==> config.mk <==
export PLATFORM = sky130hd
export DESIGN_NAME = flag_cond_unit
export DESIGN_NICKNAME = d
export VERILOG_FILES = /design/src/rtl/flag_cond_unit_pkg.sv /design/src/rtl/flag_cond_unit_cond_decode.sv /design/src/rtl/flag_cond_unit.sv
export SDC_FILE = /design/constraint.sdc
export NUM_CORES = 1
export LEC_CHECK = 0
export ABC_AREA = 1
export CAP_MARGIN = 20
export CORE_MARGIN = 2
export CORE_UTILIZATION = 33
export DETAILED_ROUTE_END_ITERATION = 12
export PLACE_DENSITY = 0.75
export RECOVER_POWER = 50
export SLEW_MARGIN = 10
export SYNTH_ARGS = -nofsm -noshare
export SYNTH_HDL_FRONTEND = slang
export SYNTH_SLANG_ARGS = --single-unit
==> constraint.sdc <==
create_clock -name clk -period 1.15 [get_ports clk]
set_input_delay 0.23 -clock clk [delete_from_list [all_inputs] [get_ports clk]]
set_output_delay 0.23 -clock clk [all_outputs]
set_load 0.01 [all_outputs]
==> src/rtl/flag_cond_unit_pkg.sv <==
//==============================================================================
// Module   : flag_cond_unit_pkg
// Brief    : Status-bit indices and x86 tttn condition-code encodings.
// Revision : 1.0 - initial release
//==============================================================================
`default_nettype none

package flag_cond_unit_pkg;

  localparam int STAT_W  = 7;

  localparam int STAT_CF = 0;
  localparam int STAT_PF = 1;
  localparam int STAT_ZF = 2;
  localparam int STAT_SF = 3;
  localparam int STAT_OF = 4;
  localparam int STAT_AF = 5;
  localparam int STAT_DF = 6;

  // Odd encodings are the complement of the even one below them.
  localparam logic [3:0] CC_O  = 4'h0;
  localparam logic [3:0] CC_NO = 4'h1;
  localparam logic [3:0] CC_B  = 4'h2;
  localparam logic [3:0] CC_AE = 4'h3;
  localparam logic [3:0] CC_E  = 4'h4;
  localparam logic [3:0] CC_NE = 4'h5;
  localparam logic [3:0] CC_BE = 4'h6;
  localparam logic [3:0] CC_A  = 4'h7;
  localparam logic [3:0] CC_S  = 4'h8;
  localparam logic [3:0] CC_NS = 4'h9;
  localparam logic [3:0] CC_P  = 4'hA;
  localparam logic [3:0] CC_NP = 4'hB;
  localparam logic [3:0] CC_L  = 4'hC;
  localparam logic [3:0] CC_GE = 4'hD;
  localparam logic [3:0] CC_LE = 4'hE;
  localparam logic [3:0] CC_G  = 4'hF;

endpackage

`default_nettype wire

==> src/rtl/flag_cond_unit_cond_decode.sv <==
//==============================================================================
// Module   : cond_decode
// Brief    : Combinational tttn condition evaluator: (flags, cc) -> taken.
// Revision : 1.0 - initial release
//==============================================================================
`default_nettype none

module cond_decode
  import flag_cond_unit_pkg::*;
(
  input  logic [STAT_W-1:0] flags,
  input  logic [3:0]        cc,
  output logic              taken
);

  logic w_base;

  always_comb begin
    w_base = 1'b0;
    case (cc[3:1])
      3'd0: w_base = flags[STAT_OF];
      3'd1: w_base = flags[STAT_CF];
      3'd2: w_base = flags[STAT_ZF];
      3'd3: w_base = flags[STAT_CF] | flags[STAT_ZF];
      3'd4: w_base = flags[STAT_SF];
      3'd5: w_base = flags[STAT_PF];
      3'd6: w_base = flags[STAT_SF] ^ flags[STAT_OF];
      3'd7: w_base = flags[STAT_ZF] | (flags[STAT_SF] ^ flags[STAT_OF]);
      default: w_base = 1'b0;
    endcase
  end

  assign taken = w_base ^ cc[0];

endmodule

`default_nettype wire

==> src/rtl/flag_cond_unit.sv <==
//==============================================================================
// Module   : flag_cond_unit
// Brief    : Architectural flags register with registered condition-query
//            responses. Define FLAG_COND_FWD_EN to forward same-cycle writes.
// Revision : 1.0 - initial release
//==============================================================================
`default_nettype none

module flag_cond_unit #(
  parameter int               STAT_W    = 7,
  parameter logic [STAT_W-1:0] RST_FLAGS = '0
) (
  input  logic              clk,
  input  logic              rst_n,
  input  logic              wr_valid,
  input  logic [STAT_W-1:0] wr_status,
  input  logic [STAT_W-1:0] wr_mask,
  output logic              wr_ready,
  input  logic              df_set,
  input  logic              df_clr,
  input  logic              q_valid,
  input  logic [3:0]        q_cc,
  output logic              q_ready,
  output logic              r_valid,
  output logic              r_taken,
  input  logic              r_ready,
  output logic [STAT_W-1:0] flags
);

  import flag_cond_unit_pkg::*;

  logic [STAT_W-1:0] r_flags;
  logic [STAT_W-1:0] w_next_flags;
  logic [STAT_W-1:0] w_eval_flags;
  logic              r_rsp_valid;
  logic              r_rsp_taken;
  logic              w_slot_free;
  logic              w_q_fire;
  logic              w_taken;

  always_comb begin
    w_next_flags = r_flags;
    if (wr_valid) begin
      w_next_flags = (r_flags & ~wr_mask) | (wr_status & wr_mask);
    end
    // STD/CLD override whatever the masked write put in DF.
    if (df_set) begin
      w_next_flags[STAT_DF] = 1'b1;
    end else if (df_clr) begin
      w_next_flags[STAT_DF] = 1'b0;
    end
  end

  always_ff @(posedge clk or negedge rst_n) begin
    if (!rst_n) begin
      r_flags <= RST_FLAGS;
    end else begin
      r_flags <= w_next_flags;
    end
  end

  assign w_slot_free = ~r_rsp_valid | r_ready;

`ifdef FLAG_COND_FWD_EN
  assign w_eval_flags = w_next_flags;
  assign q_ready      = w_slot_free;
`else
  // Without forwarding, a query in any flag-modifying cycle waits one cycle.
  assign w_eval_flags = r_flags;
  assign q_ready      = w_slot_free & ~(wr_valid | df_set | df_clr);
`endif

  assign w_q_fire = q_valid & q_ready;

  cond_decode u_cond_decode (
    .flags (w_eval_flags),
    .cc    (q_cc),
    .taken (w_taken)
  );

  always_ff @(posedge clk or negedge rst_n) begin
    if (!rst_n) begin
      r_rsp_valid <= 1'b0;
      r_rsp_taken <= 1'b0;
    end else if (w_q_fire) begin
      r_rsp_valid <= 1'b1;
      r_rsp_taken <= w_taken;
    end else if (r_ready) begin
      r_rsp_valid <= 1'b0;
    end
  end

  assign wr_ready = 1'b1;
  assign r_valid  = r_rsp_valid;
  assign r_taken  = r_rsp_taken;
  assign flags    = r_flags;

endmodule

`default_nettype wire

==> results.ini <==
[worst_setup_path]
cpPeakStageDelay_ns = 0.48
arrival_ns = 0.98
rrSetupSlack_ns = 0.01
cp_cell_sequence = clkdlybuf4s50_1, nor2_2, nor2_2, buf_2
crit_path_frequent_cell = nor2_2
critPathMaxFanout = 2
criticalPathCategory = input port to output port
crit_path_end_kind = output port
start_kind = input port
cp_slowest_cell = clkdlybuf4s50_1
cp_data_required_time_ns = 0.92

[yosys]
yosys-top-cells-area = dfrtp_1 (45%), nand2_1 (13%), inv_1 (9.0%)
synthesis.area_um2 = 498.0
yosysTopAreaCellShare = 0.4523
synth.distinct_cells = 17
async_reset_ff_frac = 1.000
syn-num-nets = 95
ys_seq_area_frac = 0.4523
syn_avg_cell_area_um2 = 7.114
yosysTopAreaCell = dfrtp_1
synth-edff-count = 0
synthFlopType = dfrtp_1
ys.warnings.count = 0
synth_seq_cells = 9
yosysMostFrequentCell = nand2_1
syn_inst = 70
synth_top_cells_by_count = nand2_1 (17), inv_1 (12), dfrtp_1 (9)

[route]
vias = 613
drtIter0Drc = 21
wl_per_cell_um = 11.01
first_pass_iters = 5
drt_wl_total_mm = 1.431
drcViolationCount = 0
ant_nets = 0
viasPerCell = 4.715

[grt]
grt_pass1_wl_mm = 2.332
grt_max_degree = 11
grt-ovfl-total = 0
grt_pass1_vias = 568
antenna_found_initial = 0
track_usage = 0.1690

[timing]
grt_setup_unrepaired = yes
finalHoldViolCount = 0
finalSetupViolCount = 2
finalCritPeriodShare = 1.053
post-route-min-period_ns = 1.211
fmax_ghz = 0.8258
skew_ns = 0.003865
slew_viol_final = 0
setup_slack_ns = -0.06096
setup_tns_ns = -0.09276

[die]
rows = 14
pin_count = 36
start_util = 0.3425
core_area_um2 = 1454
die_width_um = 42.85
dieArea_um2 = 1836
die_y_um = 42.85

[final_layout]
area.growth.synth_to_final_pct = 86.18
diodes = 0
fin_nets = 140
fillers = 134
register_area_um2 = 225.2
postLayoutCellArea_um2 = 927.1
multi_input_area_um2 = 217.7
drive_above_1_share = 0.2193

[pwr]
leakage_uw = 0.0004728
power.internal_uw = 679.9
seqPwrFrac = 0.391
switchingPower_uw = 289.3
power_frac_comb = 0.343
power_uw = 969.2
p_sw_frac = 0.2985
peakVddDrop_uv = 738.4
pwr-share-clk = 0.266
cellPowerDensity_nw_per_um2 = 1045

[clock_network]
clk_pin_slew_ns = 0.07
htree_levels = 1
cts.sink_count = 9
cts_buffer_depth = 2
cts_tree = built
cts-root-buf = clkbuf_4
hold_buffers = 0
numCtsBuffers = 3
clock_latency_ns = 0.27

[placed_design]
hpwlAfterDp_mm = 1.090
place_area_um2 = 875.8
portBuffers = 34
routabilityCongestion = 0.8095

[job]
cap_violations = 0

[status]
outcome = finished, violations left
violations = negative setup slack

[worst_hold_path]
hold_class = input port to register

[metrics by stage]
step / setup slack [ns] / instances / utilization / hold slack (ns)
floorplan: 0.1382 / 70 / - / -0.06559
finish: -0.06096 / 130 / 0.6377 / 0.3101
CTS: -0.07504 / 129 / 0.6308 / 0.2797
global placement: -0.5289 / 122 / 0.6024 / 0.4659
detailed placement: -0.5664 / 122 / 0.6024 / 0.4712
global route: -0.1221 / 130 / 0.6377 / 0.3356
[worst max-delay path, delay by kind of cell]
family        cells  cell delay [ns]
simple gates      2             0.13
buf+inv           2             0.61
[layer usage]
layer	part of all wire	vias up	track usage
met2	0.52	24	0.2758
met1	0.41	274	0.2107
met3	0.051	3	0.01702
met5	0	-	0
li1	-	312	-
met4	0.015	0	0.1063
[final timing paths]
| path | cells past startpoint | startpoint | end |
|---|---|---|---|
| setup / recovery | 4 | r_ready | q_ready |
| hold / removal | 3 | df_set | flags[6] |
| setup reg to reg | 10 | register | r_taken |
| hold reg to reg | 2 | r_taken | r_taken |
| max in group asynchronous | 1 | rst_n | asynchronous set/reset pin |
| min in group asynchronous | 1 | rst_n | r_taken |
[power by group through the flow]
| stage | Combinational (µW) | Clock (µW) | Sequential (µW) |
|---|---|---|---|
| after floorplan | 95.9 | 0 | 408 |
| after detailed placement | 327 | 0 | 388 |
| after global placement | 322 | 0 | 386 |
| final | 333 | 258 | 379 |
| after global routing | 367 | 277 | 385 |
| after CTS | 323 | 265 | 378 |
[placed cells by master, fill, tap and decap left out, drive strengths merged, types with 3 or more instances in the layout]
cell type      count
nor2               6
inv               14
nand2             18
o21ai              3
a21oi              6
nand3              6
clkdlybuf4s15      6
clkbuf             5
clkdlybuf4s50     18
dlygate4sd2        5
dfrtp              9
buf               10
a31oi              3
[repair_timing]
item,CTS,global route
setup endpoints to repair,11,6
gates cloned,0,0
pin swaps,3,1
setup buffers,3,1
resized for setup,27,8
[kinds of logic (layout without fill, tap and decap cells)]
family / Yosys count / in the layout / share of synthesized area
simple gates: 31 / 31 / 0.2638
compound gates: 13 / 13 / 0.1457
other cells: 1 / 1 / 0.007530
flops: 9 / 9 / 0.4523
buf+inv: 16 / 60 / 0.1306
[final cells by class]
type | count | area share
clock buffer | 4 | 0.02834
inverter | 14 | 0.05668
multi-input combinational | 45 | 0.2348
sequential | 9 | 0.2429
tap | 16 | 0.02159
timing repair buffer | 42 | 0.4157
Power figures use the tool's default switching activity.
==> variant 1 (same flow settings) <==
The option `FLAG_COND_FWD_EN` is turned on by a define.
--- a/src/rtl/flag_cond_unit.sv
+++ b/src/rtl/flag_cond_unit.sv
@@ -6,4 +6,6 @@
 //==============================================================================
 `default_nettype none
+
+`define FLAG_COND_FWD_EN
 
 module flag_cond_unit #(
Formal check against the unedited RTL: not equivalent (Yosys sat finds a counterexample within 4 cycles, from zero or initial values and one cycle with rst_n low).
==> variant 1 against the unedited design <==
The run still ends with setup timing left. Total power increased by 2.7%. Combinational power is 10% higher. Area after synthesis rose by 20%. Setup slack better by 0.042 ns. Wire length grew 6.0%. Clock skew decreased by 0.0018 ns. Sequential cell count stayed put. Cell area rose by 12%.
==> variant 1: results (changes against the unedited design) <==
* Vias per cell at 4.23 (-10%)
* CP Max Fanout at 2 (unchanged)
* Vias in the first global route at 668 (+18%)
* Placed insts at 142 (+16%)
* Port bufs at 34 (unchanged)
* Final worst slack at -0.0190 ns (+0.0419 ns)
* Peak VDD IR at 0.528 mV (-28%)
* Clk Latency, worst-skew pair at 0.26 ns
* CTS max path bufs at 2 (unchanged)
* Worst hold margin at 0.335 ns (+0.0244 ns)
* Yosys warnings at 0 (unchanged)
* Worst Hold Class: input port to flip-flop
* R2R Setup Slk at 0.01 ns (about the same)
* Ys flop type: dfrtp_1
* Final Setup Violations at 1 (-1)
* Top cells by area, synth: dfrtp_1 (38%), nand2_1 (14%), inv_1 (10%)
* Worst path slowest cell: clkdlybuf4s50_1
* Clk pin slew, worst setup/hold paths at ~0.06 ns
* 1st-iter DRT viols at 3 (-86%)
* DR pass1 iterations at 3 (-2)
* FFs w/ async S/R, synth at 100% (unchanged)
* CTS root buf: clkbuf_4
* Placed Area at 993 sq um (+13%)
* Data arrival time of the critical path at 1.33 ns (+0.35 ns)
* Worst Skew at 0.00203 ns (-0.00184 ns)
* Leak pwr at 0.562 nW (+19%)
* Routability congestion estimate from global placement at 0.739 (-8.7%)
* Num CTS Buffers at 3 (unchanged)
* Syn Nets at 106 (+12%)
* Diode count at 0 (unchanged)
* Worst path max stage delay at 0.45 ns (-0.03 ns)
* Violated checks: setup timing
* Placement Setup Slack at -0.594 ns (-0.0271 ns)
* Total track usage at 16.7% (-0.16 points)
* Post-synth cell types at 20 (+3)
* Final hold viol count at 0 (unchanged)
* Non-Filler Instances at 148 (+14%)
* Status: finished with violations
* Sequential element share of the synthesized area at 37.7% (-7.6 points)
* H-tree depth at 1 (unchanged)
* Synth Instances at 81 (+16%)
* Commonest cells post-synth: nand2_1 (22), inv_1 (16), dfrtp_1 (9), nand3_1 (5)
* DP HPWL at 1180 um (+8.0%)
* Largest net degree at the start of global routing at 10 (-1)
* Sum Neg Setup Slack at -0.0190 ns (+0.0737 ns)
* Global-route wire length before repair at 2470 um (+5.9%)
* Initial antenna violation count at 0 (unchanged)
* Post-Route WL at 1520 um (+6.0%)
* Critical path's top delay family: buffers and inverters
* Layout cells sized above 1 at 28.5% (+6.5 points)
-- variant 1: power breakdown --
part,internal [W],switching (W),total [W]
logic,0.000195,0.000171,0.000367
registers,0.000357,0.0000230,0.000380
clock network,0.000134,0.000115,0.000249
-- variant 1: what timing repair did --
| action | CTS | global route |
|---|---|---|
| cloned | 1 | 0 |
| setup buffers | 0 | 1 |
| endpoints found under the setup margin | 11 | 4 |
| pin swaps | 13 | 7 |
| gates resized for setup | 39 | 8 |
-- variant 1: final timing paths --
path / from / end / cells after the start
max in group asynchronous: rst_n / flags[6]$_DFFE_PN0P_ / 1
worst max-delay path: wr_status[0] / r_taken$_DFFE_PN0P_ / 10
min in group asynchronous: rst_n / r_valid$_DFFE_PN0P_ / 1
worst min register to register: r_taken$_DFFE_PN0P_ / r_taken$_DFFE_PN0P_ / 2
worst max register to register: flags[3]$_DFF_PN0_ / r_taken$_DFFE_PN0P_ / 11
worst min-delay path: r_ready / r_valid$_DFFE_PN0P_ / 5
-- variant 1: cell type report --
class | instances | area [sq um]
flip-flops and latches | 9 | 225
fillers | 157 | 666
well taps | 25 | 31.3
multi-input cells | 48 | 280
inverters | 22 | 83.8
repair buffers | 40 | 395
clock buffers | 4 | 26.3
-- variant 1: kinds of logic (layout without fill, tap and decap cells) --
kind of cell	after synthesis	in the layout	synth area share, %
compound gates	8	8	7.95
buf+inv	24	66	16.9
flops	9	9	37.7
other cells	1	1	0.627
simple gates	39	39	36.8
-- variant 1: routing by layer --
metal / global-route usage, % / up-vias / part of all wire [%]
met5: 0 / - / 0
met4: 6.86 / 0 / 1.9
met3: 5.88 / 4 / 11
met2: 30.8 / 28 / 52
met1: 16.8 / 267 / 35
li1: - / 327 / -
==> variant 2 (same flow settings) <==
Without the edit above. Make the reset (`rst_n`) synchronous in 2 clocked blocks.
--- a/src/rtl/flag_cond_unit.sv
+++ b/src/rtl/flag_cond_unit.sv
@@ -52,5 +52,5 @@
   end
 
-  always_ff @(posedge clk or negedge rst_n) begin
+  always_ff @(posedge clk) begin
     if (!rst_n) begin
       r_flags <= RST_FLAGS;
@@ -79,5 +79,5 @@
   );
 
-  always_ff @(posedge clk or negedge rst_n) begin
+  always_ff @(posedge clk) begin
     if (!rst_n) begin
       r_rsp_valid <= 1'b0;
Formal check against the unedited RTL: differs if rst_n is asserted again (counterexample within 4 cycles, from zero or initial values and one cycle with rst_n low); with rst_n held inactive, the same outputs for 10 cycles.
==> variant 2 against the unedited design <==
Clock skew down 0.0013 ns. Largest cell class unchanged. Critical path type is now flip-flop to output pin. Setup slack better by 0.043 ns. Cell area down 1.9%. Total power down 18%. Sequential cell count unchanged. Wire length down 4.5%. Area after synthesis down 1.0%. Clock power down 3%. The flow still finishes with violations (setup timing). Non-clock buffer count down 2. Worst hold slack better by 0.055 ns.
==> variant 2: results (changes against the unedited design) <==
* Status: finished with violations
* Violated checks: setup timing
* P_seq at 0.000338 W (-11%)
* Seq pwr share at 42.5% (+3.4 points)
* Placed Area at 877 sq um (+0.14%)
* Switching pwr at 0.000213 W (-26%)
* Commonest cells post-synth: nand2_1 (21), inv_1 (11), nand3_1 (11), a21oi_1 (9), dfxtp_1 (9)
* Multi-input comb cells at 53 (+18%)
* Hold depth at 4 (+1)
* Post-Route WL at 1370 um (-4.5%)
* FF-to-FF End: r_taken$_SDFFE_PN0P_
* Post-CTS Setup Inserts at 0 (-3)
* Global-route wire length before repair at 2330 um (-0.30%)
* Routed WL per cell at 10.2 um (-7.4%)
* Multi-input combinational area share at 29.0% (+5.5 points)
* Largest net degree at the start of global routing at 12 (+1)
* Setup crit start: r_valid$_SDFFE_PN0P_
* Final worst slack at -0.0181 ns (+0.0428 ns)
* Syn Nets at 102 (+7.4%)
* Inverters at 13 (-1)
* Buffering overhead at 40.4% (-1.1 points)
* Worst path slowest cell: dfxtp_2
* DR pass1 iterations at 4 (-1)
* Worst hold endpoint: r_valid$_SDFFE_PN0P_
* Final Setup Violations at 1 (-1)
* Peak VDD IR at 0.520 mV (-30%)
* CTS resizes at 20 (-26%)
* Fillers at 131 (-2.2%)
* Ys flop type: dfxtp_1
* Data arrival time of the critical path at 0.94 ns (-0.04 ns)
* HP Start: r_ready
* Worst r2r path cells at 9 (-1)
* Placed insts at 129 (+5.7%)
* Layout cells sized above 1 at 21.0% (-0.92 points)
* Routability congestion estimate from global placement at 0.764 (-5.7%)
* Worst path max stage delay at 0.33 ns (-0.15 ns)
* Repair and plain buffers at 40 (-4.8%)
* Placement Setup Slack at -0.610 ns (-0.0439 ns)
* Post-synth cell types at 16 (-1)
* 1st-iter DRT viols at 7 (-67%)
* Clock-cell share at 2.89% (+0.055 points)
* Die W at 42.7 um (-0.46%)
* Sum Neg Setup Slack at -0.0181 ns (+0.0746 ns)
* Comb power at 0.000208 W (-38%)
* Sequential element share of the synthesized area at 36.5% (-8.7 points)
* Worst Skew at 0.00256 ns (-0.00130 ns)
* Total track usage at 16.6% (-0.27 points)
* Register area at 184 sq um (-18%)
## variant 2: changes by cell type in the layout (fill, tap and decap cells not counted), moves of 4 or more
| cell | before | now |
|---|---|---|
| nand2_1 | 14 | 19 |
| dfrtp_1 | 9 | 0 |
| dlygate4sd2_1 | 5 | 13 |
| dfxtp_1 | 0 | 6 |
| clkdlybuf4s15_1 | 6 | 2 |
| nand3_1 | 6 | 10 |
## variant 2: critical path: cells and delay by family, from the launching register on
kind / cells / cell delay [ns]
buffers and inverters: 1 / 0.11
and+or+nand+nor: 2 / 0.23
DFF: 1 / 0.33
## variant 2: kinds of logic after synthesis
logic type             Yosys count  synth area share [%]
AOI/OAI and AO/OA               13                  14.7
buffers and inverters           15                  12.4
and+or+nand+nor                 39                  35.5
DFF                              9                  36.5
other                            1                 0.761
## variant 2: layer usage
metal | track usage, % | wire length [um]
met5 | 0 | 0
met3 | 8.51 | 120
met1 | 18.3 | 552
met2 | 28.2 | 694
met4 | 3.75 | 0
